===== config.mk =====
export PLATFORM = sky130hd
export DESIGN_NAME = data_memory
export DESIGN_NICKNAME = d
export VERILOG_FILES = /design/src/rtl/dmem_pkg.sv /design/src/rtl/dmem_addr_dec.sv /design/src/rtl/data_memory.sv
export SDC_FILE = /design/constraint.sdc
export NUM_CORES = 2
export LEC_CHECK = 0
export CAP_MARGIN = 10
export CORE_MARGIN = 2
export CORE_UTILIZATION = 40
export DETAILED_ROUTE_END_ITERATION = 10
export GPL_TIMING_DRIVEN = 1
export PLACE_DENSITY = 0.65
export SYNTH_ARGS = -nofsm -noshare
export SYNTH_HDL_FRONTEND = slang
export SYNTH_SLANG_ARGS = --single-unit

===== constraint.sdc =====
create_clock -name clk -period 80.6 [get_ports clk]
set_input_delay 8.06 -clock clk [delete_from_list [all_inputs] [get_ports clk]]
set_output_delay 8.06 -clock clk [all_outputs]
set_load 0.1 [all_outputs]

===== src/rtl/dmem_pkg.sv =====
// Shared constants, word type and address helper for the MIPS data memory.
package dmem_pkg;

  localparam int unsigned DMEM_DATA_WIDTH = 32;
  localparam int unsigned DMEM_ADDR_WIDTH = 32;
  localparam int unsigned DMEM_DEPTH      = 64;
  localparam int unsigned DMEM_IDX_W      = $clog2(DMEM_DEPTH);

  typedef logic [DMEM_DATA_WIDTH-1:0] word_t;

  // True when no address bit above the word index is set (no aliasing allowed).
  function automatic logic addr_in_range(input logic [63:0] a, input int unsigned idx_w);
    return (a >> (idx_w + 2)) == 64'd0;
  endfunction

endpackage


===== src/rtl/dmem_addr_dec.sv =====
// Byte-address decoder: word index, range check and alignment check.
module dmem_addr_dec
  import dmem_pkg::*;
#(
  parameter  int unsigned ADDR_WIDTH = DMEM_ADDR_WIDTH,
  parameter  int unsigned DEPTH      = DMEM_DEPTH,
  localparam int unsigned IDX_W      = $clog2(DEPTH)
) (
  input  logic [ADDR_WIDTH-1:0] a,
  output logic [IDX_W-1:0]      idx,
  output logic                  in_range,
  output logic                  misaligned
);

  // Byte offset bits [1:0] never select a word.
  assign idx        = a[IDX_W+1:2];
  assign in_range   = addr_in_range(64'(a), IDX_W);
  assign misaligned = |a[1:0];

endmodule


===== src/rtl/data_memory.sv =====
// Word-organised data RAM: combinational read, posedge write, async clear.
// Optional macro DMEM_ERR_FLAG_EN adds a combinational err output flagging
// misaligned or out-of-range addresses.
module data_memory
  import dmem_pkg::*;
#(
  parameter int unsigned DATA_WIDTH = DMEM_DATA_WIDTH,
  parameter int unsigned ADDR_WIDTH = DMEM_ADDR_WIDTH,
  parameter int unsigned DEPTH      = DMEM_DEPTH
) (
  output logic [DATA_WIDTH-1:0] RD,
  input  logic                  clk,
  input  logic [ADDR_WIDTH-1:0] A,
  input  logic [DATA_WIDTH-1:0] WD,
  input  logic                  WE,
  input  logic                  reset
`ifdef DMEM_ERR_FLAG_EN
  ,
  output logic                  err
`endif
);

  localparam int unsigned IDX_W = $clog2(DEPTH);

  logic [DATA_WIDTH-1:0] mem [DEPTH];
  logic [IDX_W-1:0]      idx;
  logic                  in_range;
  logic                  misaligned;

  dmem_addr_dec #(
    .ADDR_WIDTH (ADDR_WIDTH),
    .DEPTH      (DEPTH)
  ) u_addr_dec (
    .a          (A),
    .idx        (idx),
    .in_range   (in_range),
    .misaligned (misaligned)
  );

  // Storage: cleared asynchronously; writes only for a definite WE=1 in range.
  always_ff @(posedge clk or posedge reset) begin
    if (reset) begin
      for (int unsigned i = 0; i < DEPTH; i++) begin
        mem[i] <= '0;
      end
    end else if ((WE === 1'b1) && in_range) begin
      mem[idx] <= WD;
    end
  end

  // Read path: zero latency, forced to zero out of range or in reset.
  always_comb begin
    RD = '0;
    if (!reset && in_range) begin
      RD = mem[idx];
    end
  end

`ifdef DMEM_ERR_FLAG_EN
  // Address error flag, independent of WE and suppressed during reset.
  always_comb begin
    err = 1'b0;
    if (!reset) begin
      err = misaligned || !in_range;
    end
  end
`else
  logic unused_misaligned;
  assign unused_misaligned = misaligned;
`endif

endmodule


==> flow_summary.yaml <==
clocking:
  cts_tree: "built"
  postCtsResizedCells: 0
  cts-htree-levels: 4
  cts_setup_buffers: 0
  cts_buffers: 211
  root_buffer: "clkbuf_16"
  clock_latency_ps: 870
  cts.path.max_buffers: 3
  clock_sinks: 2048
  cts_hold_buf: 0
  clk_pin_slew_worst_paths_ps: 60
worst_setup_path:
  r2r-start: "mem[1342]$_DFFE_PP0P_"
  cp-start-kind: "primary input"
  crit_fanout: 43
  r2r_setup_slack_ps: 79800
  crit_required_ps: 72540
  rr_worst_depth: 1
  end_kind: "output port"
  timing.critical_path.to: "RD[2]"
  critPathKind: "in -> out"
  cp.arrival_ps: 13680
  worst_r2r_endpoint: "mem[1342]$_DFFE_PP0P_"
  critPathLaunch: "A[2]"
grt:
  grt_pass1_wl_microns: 470000
  antenna_found_initial: 19
  grt_pass1_vias: 64900
  grt_max_degree: 167
  grt_use_total: 0.273
  grt_overflow: 0
synthesis:
  ys_async_sr_fraction: 1.00
  synth_nets: 6930
  ys_ff_latch: 2048
  yosys.area.top_type_share: 0.556
  netlist_top_cells_area: "dfrtp_1, mux2_2, a221oi_1"
  synth-main-ff-cell: "dfrtp_1"
  netlist_area_sq_um: 92200
  syn-instance-count: 6863
  postSynthAreaPerCell_sq_um: 13.4
  synth_area_leader_cell: "dfrtp_1"
  synth-warning-count: 0
  synth_edf_count: 0
  seq_area_frac_synth: 0.556
  synth.distinct_cells: 64
final_layout:
  areaGrowthSynthToFinish_pct: 11.5
  regMostFlops: "mem"
  layoutNonFillerInstCount: 9781
  nNetsFinal: 6638
  drive_gt1_frac: 0.416
  layout.cells.most_common: "mux2_2"
  fillers: 20300
  largest_reg_flops: 2048
  layout_common_cells: "mux2_2, dfrtp_1, a221oi_1, nor2_1, clkbuf_16"
  reg_top3: "mem x2048"
sta:
  setup_tns_ps: 0
  setup_viol: 0
  fmax_ghz: 0.0460
  final.setup_skew_ps: 0
  finalHoldViolations: 0
  min_period_ps: 21740
  slew_headroom: 0.126
  tightest_slew_ps: 1310
  period_share: 0.270
  hold-worst-slack_ps: 500
  slew_violations: 0
  rsz0062_at_grt: "no"
route:
  wl_met3_microns: 31700
  drcViolationCount: 0
  wl_met1_microns: 132000
  vias: 63700
  drt_iter0_drc: 7225
  routed_via_density: 6.51
  antenna_left: 0
  dr_wl_met2_microns: 146000
  routed.top_layer: "met5"
  wl_microns: 327000
  drt_pass1_iterations: 5
  wl_per_cell_microns: 33.5
flow_run:
  maxCapViolCount: 0
placed_design:
  portBuffers: 96
  dp_hpwl_microns: 180000
  placed_cells: 9384
  place_congestion: 0.842
floorplanning:
  rows: 176
  fp.dieH_microns: 484
  die_w_microns: 484
  pin_count: 99
  core-area_sq_um: 230000
  start_util: 0.401
  die_area_sq_um: 234000
power:
  ir_worst_vdd_mv: 0.0251
  leakagePower_nw: 48.3
  power.density_nw_per_um2: 21.0
worst_hold_path:
  hold_path_class: "reg -> reg"
  min_from: "mem[777]$_DFFE_PP0P_"
run_status:
  status: "finished clean"
## worst min-delay path by stage
| stage | cells past startpoint | slack (ps) | end |
|---|---|---|---|
| 2_1_floorplan | 1 | 470 | mem[1400]$_DFFE_PP0P_ |
| 3_3_place_gp | 1 | 480 | mem[84]$_DFFE_PP0P_ |
| 3_5_place_dp | 1 | 490 | mem[1620]$_DFFE_PP0P_ |
| 4_1_cts | 1 | 500 | mem[1062]$_DFFE_PP0P_ |
| 5_1_grt | 1 | 510 | mem[1006]$_DFFE_PP0P_ |
| 6_report | 1 | 500 | mem[777]$_DFFE_PP0P_ |
## cells in the mapped netlist, types with 21 or more instances
library cell	instances
a21oi_1	101
a221oi_1	607
a22o_1	45
a22oi_1	185
buf_1	77
buf_2	313
clkbuf_1	373
dfrtp_1	2048
mux2_2	2163
mux2i_1	82
nand2_1	54
nor2_1	303
nor3_1	28
o21ai_0	140
o221ai_1	22
o22a_1	21
o22ai_1	82
## final cells by class
class                           count  area (sq um)  share of cell area
Inverter                            6          46.3            0.000450
Timing Repair Buffer              261          2190              0.0213
Clock buffer                      326          6290              0.0612
Antenna cell                        8          20.0            0.000195
Multi-Input combinational cell   4043         38300               0.372
Tap cell                         3026          3790              0.0368
Clock inverter                     63           931             0.00905
Sequential cell                  2048         51200               0.498
## report_power, final
group          internal (mW)  total [mW]  leakage [nW]  switching [mW]
registers               1.03        1.03          28.6    0.0000000167
logic                 0.0210       0.119          16.1          0.0983
clock network          0.579        1.01          3.54           0.432
total                   1.63        2.16          48.3           0.530
## metal layers
metal / global-route usage / vias up
met5: 0 / -
met4: 0.133 / 24
met3: 0.0674 / 844
met2: 0.417 / 3363
met1: 0.363 / 34200
li1: - / 25200
## stage by stage
stage	utilization	instance area [sq um]	total power [mW]	setup slack, ps
2_1_floorplan	-	92200	1.12	9650
4_1_cts	0.448	103000	2.16	58970
5_1_grt	0.448	103000	2.21	58940
3_3_place_gp	0.416	95500	1.16	58990
3_5_place_dp	0.416	95600	1.16	58980
6_report	0.448	103000	2.16	58860
## critical path: stages
cell	delay, ps
clkbuf_8	460
and2_4	790
buf_4	740
buf_4	700
a221oi_1	190
nor2_1	150
o21ai_0	170
and3_1	350
a41oi_1	590
clkdlybuf4s50_1	1260
## logic make-up (layout without fill, tap and decap cells)
kind of cell           Yosys count  count (layout)  share of synthesized area
muxes                         2257            2257                      0.276
DFF                           2048            2048                      0.556
AOI/OAI and AO/OA             1309            1309                      0.110
buffers and inverters          772             656                     0.0358
and+or+nand+nor                477             477                     0.0226
other                            0               8                          0
No activity file was read; power rests on OpenSTA's default activity.
